## src/rtl/mult_div_ctrl_pkg.sv

```systemverilog
// ============================================================================
// Module   : mult_div_pkg
// Brief    : Shared types and constants for the iterative multiply/divide unit.
// Revision : 1.0
// ============================================================================
`default_nettype none

package mult_div_pkg;

  localparam int MD_WIDTH = 32;

  localparam logic OP_MULT = 1'b0;
  localparam logic OP_DIV  = 1'b1;

  typedef enum logic [1:0] {
    IDLE = 2'd0,
    ITER = 2'd1,
    SIGN = 2'd2,
    DONE = 2'd3
  } state_t;

endpackage

`default_nettype wire

```

## src/rtl/mult_div_ctrl_if.sv

```systemverilog
// ============================================================================
// Module   : mult_div_ctrl_if
// Brief    : Request/result bundle between the control unit and mult_div_ctrl.
// Revision : 1.0
// ============================================================================
`default_nettype none

interface mult_div_ctrl_if
  import mult_div_pkg::*;
#(
  parameter int WIDTH = MD_WIDTH
) ();

  logic             start;
  logic             op;
  logic [WIDTH-1:0] a;
  logic [WIDTH-1:0] b;
  logic             busy;
  logic             done;
  logic             hi_lo_write;
  logic [WIDTH-1:0] hi;
  logic [WIDTH-1:0] lo;
  logic             div_zero;

  modport master (
    output start, op, a, b,
    input  busy, done, hi_lo_write, hi, lo, div_zero
  );

  modport slave (
    input  start, op, a, b,
    output busy, done, hi_lo_write, hi, lo, div_zero
  );

endinterface

`default_nettype wire

```

## src/rtl/mult_div_ctrl_shift_core.sv

```systemverilog
// ============================================================================
// Module   : md_shift_core
// Brief    : Shared 2W accumulator; one shift-add or restoring step per enable.
// Revision : 1.0
// ============================================================================
`default_nettype none

module md_shift_core
  import mult_div_pkg::*;
#(
  parameter int WIDTH = MD_WIDTH
) (
  input  logic               clock,
  input  logic               reset,
  input  logic               load,
  input  logic               step,
  input  logic               op,
  input  logic [WIDTH-1:0]   mag_a,
  input  logic [WIDTH-1:0]   mag_b,
  output logic [2*WIDTH-1:0] acc
);

  // mult: acc = {partial product, remaining multiplier bits}
  // div : acc = {partial remainder, dividend bits shifting into quotient}
  logic [2*WIDTH-1:0] r_acc;
  logic [WIDTH-1:0]   r_opnd;
  logic [WIDTH:0]     w_sum;
  logic [WIDTH:0]     w_shift;
  logic [WIDTH-1:0]   w_sub;
  logic               w_fits;

  always_comb begin
    w_sum   = {1'b0, r_acc[2*WIDTH-1:WIDTH]} + (r_acc[0] ? {1'b0, r_opnd} : '0);
    w_shift = {r_acc[2*WIDTH-1:WIDTH], r_acc[WIDTH-1]};
    w_fits  = (w_shift >= {1'b0, r_opnd});
    w_sub   = w_shift[WIDTH-1:0] - r_opnd;
  end

  always_ff @(posedge clock or negedge reset) begin
    if (!reset) begin
      r_acc  <= '0;
      r_opnd <= '0;
    end else if (load) begin
      r_opnd <= (op == OP_DIV) ? mag_b : mag_a;
      r_acc  <= {{WIDTH{1'b0}}, ((op == OP_DIV) ? mag_a : mag_b)};
    end else if (step) begin
      if (op == OP_MULT) begin
        r_acc <= {w_sum, r_acc[WIDTH-1:1]};
      end else begin
        r_acc <= {(w_fits ? w_sub : w_shift[WIDTH-1:0]), r_acc[WIDTH-2:0], w_fits};
      end
    end
  end

  assign acc = r_acc;

endmodule

`default_nettype wire

```

## src/rtl/mult_div_ctrl.sv

```systemverilog
// ============================================================================
// Module   : mult_div_ctrl
// Brief    : Sequencer for the signed iterative multiply/divide behind HI/LO.
// Revision : 1.0
// ============================================================================
`default_nettype none

module mult_div_ctrl
  import mult_div_pkg::*;
#(
  parameter int WIDTH = MD_WIDTH,
  parameter int CNT_W = 6
) (
  input  logic            clock,
  input  logic            reset,
  mult_div_ctrl_if.slave  bus
);

  localparam logic [CNT_W-1:0] c_last = CNT_W'(WIDTH - 1);

  state_t             r_state;
  state_t             w_next;
  logic [CNT_W-1:0]   r_cnt;
  logic               r_op;
  logic               r_neg_q;
  logic               r_neg_r;
  logic               r_div_zero;
  logic [WIDTH-1:0]   r_hi;
  logic [WIDTH-1:0]   r_lo;
  logic [WIDTH-1:0]   w_mag_a;
  logic [WIDTH-1:0]   w_mag_b;
  logic [2*WIDTH-1:0] w_acc;
  logic [2*WIDTH-1:0] w_prod;
  logic [WIDTH-1:0]   w_quot;
  logic [WIDTH-1:0]   w_rem;
  logic               w_accept;
  logic               w_b_zero;
  logic               w_step;
  logic               w_core_op;

  assign w_accept  = (r_state == IDLE) && bus.start;
  assign w_b_zero  = (bus.b == '0);
  assign w_step    = (r_state == ITER);
  assign w_mag_a   = bus.a[WIDTH-1] ? -bus.a : bus.a;
  assign w_mag_b   = bus.b[WIDTH-1] ? -bus.b : bus.b;
  // The core sees the incoming op while loading, the latched op afterwards.
  assign w_core_op = (r_state == IDLE) ? bus.op : r_op;

  md_shift_core #(
    .WIDTH (WIDTH)
  ) u_core (
    .clock (clock),
    .reset (reset),
    .load  (w_accept),
    .step  (w_step),
    .op    (w_core_op),
    .mag_a (w_mag_a),
    .mag_b (w_mag_b),
    .acc   (w_acc)
  );

  always_ff @(posedge clock or negedge reset) begin
    if (!reset) begin
      r_state <= IDLE;
    end else begin
      r_state <= w_next;
    end
  end

  always_comb begin
    w_next = r_state;
    case (r_state)
      IDLE:    if (bus.start) w_next = ((bus.op == OP_DIV) && w_b_zero) ? DONE : ITER;
      ITER:    if (r_cnt == c_last) w_next = SIGN;
      SIGN:    w_next = DONE;
      DONE:    w_next = IDLE;
      default: w_next = IDLE;
    endcase
  end

  always_comb begin
    bus.busy        = (r_state != IDLE);
    bus.done        = (r_state == DONE);
    bus.hi_lo_write = (r_state == DONE) && !r_div_zero;
  end

  // Remainder follows the dividend sign; quotient/product follow sign(a)^sign(b).
  assign w_prod = r_neg_q ? -w_acc : w_acc;
  assign w_quot = r_neg_q ? -w_acc[WIDTH-1:0] : w_acc[WIDTH-1:0];
  assign w_rem  = r_neg_r ? -w_acc[2*WIDTH-1:WIDTH] : w_acc[2*WIDTH-1:WIDTH];

  always_ff @(posedge clock or negedge reset) begin
    if (!reset) begin
      r_cnt      <= '0;
      r_op       <= OP_MULT;
      r_neg_q    <= 1'b0;
      r_neg_r    <= 1'b0;
      r_div_zero <= 1'b0;
      r_hi       <= '0;
      r_lo       <= '0;
    end else begin
      if (w_accept) begin
        r_op       <= bus.op;
        r_neg_q    <= bus.a[WIDTH-1] ^ bus.b[WIDTH-1];
        r_neg_r    <= bus.a[WIDTH-1];
        r_div_zero <= (bus.op == OP_DIV) && w_b_zero;
        r_cnt      <= '0;
      end else if (r_state == ITER) begin
        r_cnt <= r_cnt + 1'b1;
      end
      if (r_state == SIGN) begin
        if (r_op == OP_MULT) begin
          {r_hi, r_lo} <= w_prod;
        end else begin
          r_hi <= w_rem;
          r_lo <= w_quot;
        end
      end
    end
  end

  assign bus.hi       = r_hi;
  assign bus.lo       = r_lo;
  assign bus.div_zero = r_div_zero;

endmodule

`default_nettype wire

```

## src/flat_wrapper.sv

```systemverilog
// flat-port wrapper written by rule: the top's interface ports become plain ports
module mult_div_ctrl_flat import mult_div_pkg::*;
#(
  parameter int WIDTH = MD_WIDTH,
  parameter int CNT_W = 6
)
  (clock, reset, bus_start, bus_op, bus_a, bus_b, bus_busy, bus_done, bus_hi_lo_write, bus_hi, bus_lo, bus_div_zero);
  mult_div_ctrl_if #(.WIDTH(WIDTH)) bus_i ();
  input  logic clock;
  input  logic reset;
  input wire logic [$bits(bus_i.start)-1:0] bus_start;
  input wire logic [$bits(bus_i.op)-1:0] bus_op;
  input wire logic [$bits(bus_i.a)-1:0] bus_a;
  input wire logic [$bits(bus_i.b)-1:0] bus_b;
  output wire logic [$bits(bus_i.busy)-1:0] bus_busy;
  output wire logic [$bits(bus_i.done)-1:0] bus_done;
  output wire logic [$bits(bus_i.hi_lo_write)-1:0] bus_hi_lo_write;
  output wire logic [$bits(bus_i.hi)-1:0] bus_hi;
  output wire logic [$bits(bus_i.lo)-1:0] bus_lo;
  output wire logic [$bits(bus_i.div_zero)-1:0] bus_div_zero;
  assign bus_i.start = bus_start;
  assign bus_i.op = bus_op;
  assign bus_i.a = bus_a;
  assign bus_i.b = bus_b;
  assign bus_busy = bus_i.busy;
  assign bus_done = bus_i.done;
  assign bus_hi_lo_write = bus_i.hi_lo_write;
  assign bus_hi = bus_i.hi;
  assign bus_lo = bus_i.lo;
  assign bus_div_zero = bus_i.div_zero;
  mult_div_ctrl #(.WIDTH(WIDTH), .CNT_W(CNT_W)) u_core (.clock(clock), .reset(reset), .bus(bus_i));
endmodule
```

## config.mk

```make
export PLATFORM = sky130hd
export DESIGN_NAME = mult_div_ctrl_flat
export DESIGN_NICKNAME = d
export VERILOG_FILES = /design/src/rtl/mult_div_ctrl_pkg.sv /design/src/rtl/mult_div_ctrl_if.sv /design/src/rtl/mult_div_ctrl_shift_core.sv /design/src/rtl/mult_div_ctrl.sv /design/src/flat_wrapper.sv
export SDC_FILE = /design/constraint.sdc
export NUM_CORES = 1
export LEC_CHECK = 0
export CAP_MARGIN = 0
export CORE_ASPECT_RATIO = 0.75
export CORE_UTILIZATION = 54
export CTS_BUF_LIST = sky130_fd_sc_hd__clkbuf_4 sky130_fd_sc_hd__clkbuf_8
export DETAILED_ROUTE_END_ITERATION = 10
export PLACE_DENSITY = 0.82
export SYNTH_ARGS = -nofsm -noshare
export SYNTH_HDL_FRONTEND = slang
export SYNTH_SLANG_ARGS = --single-unit
```

## constraint.sdc

```tcl
create_clock -name clock -period 8.33 [get_ports clock]
set_clock_uncertainty 0.05 [all_clocks]
set_input_delay 1.666 -clock clock [delete_from_list [all_inputs] [get_ports clock]]
set_output_delay 1.666 -clock clock [all_outputs]
set_load 0.05 [all_outputs]
```

==> impl_metrics.json <==
{
  "die_w_um": 192,
  "rr_worst_depth": 11,
  "ios": 136,
  "crit_family": "simple AND/OR/NAND/NOR gates",
  "syn_inst": 1861,
  "postRouteAntennaNets": 0,
  "crit_slowest_cell": "or4_1",
  "antenna_found_initial": 0,
  "min_period_ns": 4.81,
  "nNetsFinal": 2057,
  "yosysUniqueCellTypes": 76,
  "grt_pass1_wl_um": 73500,
  "clk_pin_slew_ns": 0.11,
  "cpPeakStageDelay_ns": 0.63,
  "clk_latency_ns": 0.50,
  "fmax_mhz": 208,
  "dpl.cell_count": 2238,
  "initial_core_util": 0.555,
  "avgSynthCellArea_um2": 7.82,
  "diodes": 0,
  "yosys.area_share.simple": 0.201,
  "hpwl_um": 35600,
  "path_max_fanout": 6,
  "synth_area_mm2": 0.0146,
  "finalSetupViolations": 0,
  "synth_compound_area_frac": 0.251,
  "tns_ns": 0,
  "clockRootBuffer": "clkbuf_8",
  "via_per_inst": 6.40,
  "grt_max_degree": 109,
  "core_area_mm2": 0.0262,
  "die_area_mm2": 0.0276,
  "slew_headroom": 0.122,
  "cp_cell_sequence": "clkdlybuf4s50_1, or4_1, nor4_1, nand2b_1, or3b_2, o31ai_1, xnor2_1, nor2_1, a211o_1, o21ai_0",
  "end_kind": "register",
  "critPathLaunch": "bus_b[6]",
  "synth-async-reset-ratio": 1.00,
  "drc": 0,
  "cp_num_cells": 10,
  "wl_per_cell_um": 21.0,
  "post_cts_resized": 0,
  "worstMarginPinSlew_ns": 1.31,
  "clkSinkCount": 172,
  "layout-drive-gt1-share": 0.0587,
  "areaGrowthSynthToFinish_pct": 13.0,
  "h-tree-depth": 4,
  "timing.rr.end": "u_core.bus.hi[28]",
  "fp-row-count": 51,
  "postCtsSetupRepairBufs": 0,
  "r2r_start": "u_core.u_core.acc[0]",
  "io_buffers": 135,
  "cts_tree": "done",
  "finalWirelength_um": 47700,
  "drtIter0Drc": 1545,
  "cap_violations": 0,
  "grt.busiest_layer": "met1",
  "overflow": 0,
  "slew_violations": 0,
  "period_share": 0.578,
  "cts_hold_buf": 0,
  "r2r_slack_ns": 3.93,
  "cts_buffer_depth": 2,
  "hold_viol": 0,
  "path_buf_inv": 1,
  "ys_ff_latch": 172,
  "die_h_um": 144,
  "grt_pass1_vias": 13300,
  "cts_buffers": 17,
  "rsz0062_at_grt": "false",
  "syn-num-nets": 2005,
  "synth_edf_count": 0,
  "endpoint": "u_core.u_core.acc[23]",
  "yosys.area_share.adder": 0.0664,
  "crit_type": "in2reg",
  "first_pass_iters": 5,
  "yosys_warnings": 0,
  "synthXorXnorAreaFrac": 0.105,
  "final_core_util": 0.627,
  "grt_usage": 0.347,
  "synth-main-ff-cell": "dfrtp_1",
  "vias": 14500,
  "fin_cells": 2270,
  "place_congestion": 1.00,
  "yosysSeqAreaShare": 0.296,
  "synth_mux_area_frac": 0.0328,
  "grt_use_met1": 0.512,
  "required_ns": 8.69,
  "grtUsageMet2": 0.494,
  "start_kind": "input pin",
  "critPathArrivalTime_ns": 5.18,
  "grt_use_met3": 0.0801,
  "synth_top_family_by_area": "compound AO/OA/AOI/OAI gates",
  "status": "completed",
  "hp-class": "reg2reg"
}
-- metal layers --
metal  share of wire  routed length [µm]
met5               0                   0
met4           0.024                1130
met3           0.097                4640
met2            0.42               19900
met1            0.46               22000
-- layout by cell type (no fill, tap or decap), drive strengths merged, types with 17 or more instances in the layout --
cell and instances:
nor4 18, a21oi 138, nand2 228, ha 74
nand4 17, nand3 56, clkdlybuf4s50 134, mux2 30
clkbuf 18, or4 18, a21o 34, a31oi 23
o211ai 58, o21ai 187, nor2 171, a211oi 18
inv 66, buf 18, nor3 31, o31ai 28
nand2b 18, xor2 100, dfrtp 172, xnor2 75
-- tightest hold or removal path: stages (launching register included) --
cell	delay [ns]
dfrtp_1	0.36
nand2_1	0.05
o21ai_0	0.06
-- cell type report --
class | instances | area [µm²]
Clock buffer | 18 | 248
Clock inverter | 14 | 158
Fill cell | 2306 | 9780
Inverter | 60 | 225
Multi-Input combinational cell | 1510 | 9600
Sequential cell | 172 | 4300
Tap cell | 344 | 430
Timing Repair Buffer | 152 | 1480
-- worst min-delay path by stage --
| stage | slack [ns] | startpoint | cells past startpoint | endpoint |
|---|---|---|---|---|
| 2_1_floorplan | 0.40 | u_core.u_core.r_opnd[12] | 2 | u_core.u_core.r_opnd[12] |
| 6_report | 0.45 | u_core.u_core.r_opnd[28] | 2 | u_core.u_core.r_opnd[28] |
| 3_5_place_dp | 0.42 | u_core.u_core.r_opnd[28] | 2 | u_core.u_core.r_opnd[28] |
| 5_1_grt | 0.48 | u_core.bus.hi[19] | 1 | u_core.bus.hi[19] |
| 3_3_place_gp | 0.42 | u_core.u_core.r_opnd[12] | 2 | u_core.u_core.r_opnd[12] |
| 4_1_cts | 0.45 | u_core.u_core.r_opnd[28] | 2 | u_core.u_core.r_opnd[28] |
-- metrics by stage --
step	hold slack, ns	area, µm²	setup slack (ns)
after floorplan	0.400	14600	3.84
after global placement	0.419	16000	3.19
after detailed placement	0.424	16000	3.04
after CTS	0.449	16400	3.57
after global routing	0.482	16400	3.39
final	0.448	16400	3.52
-- cell usage after synthesis (15+ instances only) --
cell type  number  area (µm²)
a211oi_1       18         135
dfrtp_1       172        4300
nand4_1        17         106
ha_1           74         926
or4_1          15         113
nand3_1        56         280
xor2_1        100         876
o31ai_1        28         210
nor3_1         30         150
nand2b_1       18         113
nor2_1        169         634
a21oi_1       137         686
xnor2_1        75         657
mux2_2         30         338
o21ai_0       183         916
nor4_1         18         113
o211ai_1       58         435
a21o_1         34         255
nand2_1       228         856
clkbuf_1       99         372
inv_1          60         225
a31oi_1        23         144
-- flip-flops by register name, summed over array words and instances (netlist names) --
name	count
u_core.r_neg_r	1
u_core.u_core.r_opnd	32
u_core.bus.hi	32
u_core.u_core.acc	64
u_core.bus.lo	32
u_core.r_cnt	6
u_core.r_neg_q	1
u_core.r_state	2
u_core.r_op	1
u_core.bus.div_zero	1
-- kinds of logic (layout without fill, tap and decap cells) --
logic type | count (synthesis) | count (layout)
fa+ha+maj | 76 | 76
mux | 44 | 44
compound gates | 585 | 585
simple gates | 630 | 630
xor+xnor | 175 | 175
buf+inv | 179 | 244
flops | 172 | 172
Power is left out: the tool's default activity adds up to more than one toggle a clock period on the data nets, which glitch-free logic cannot reach.
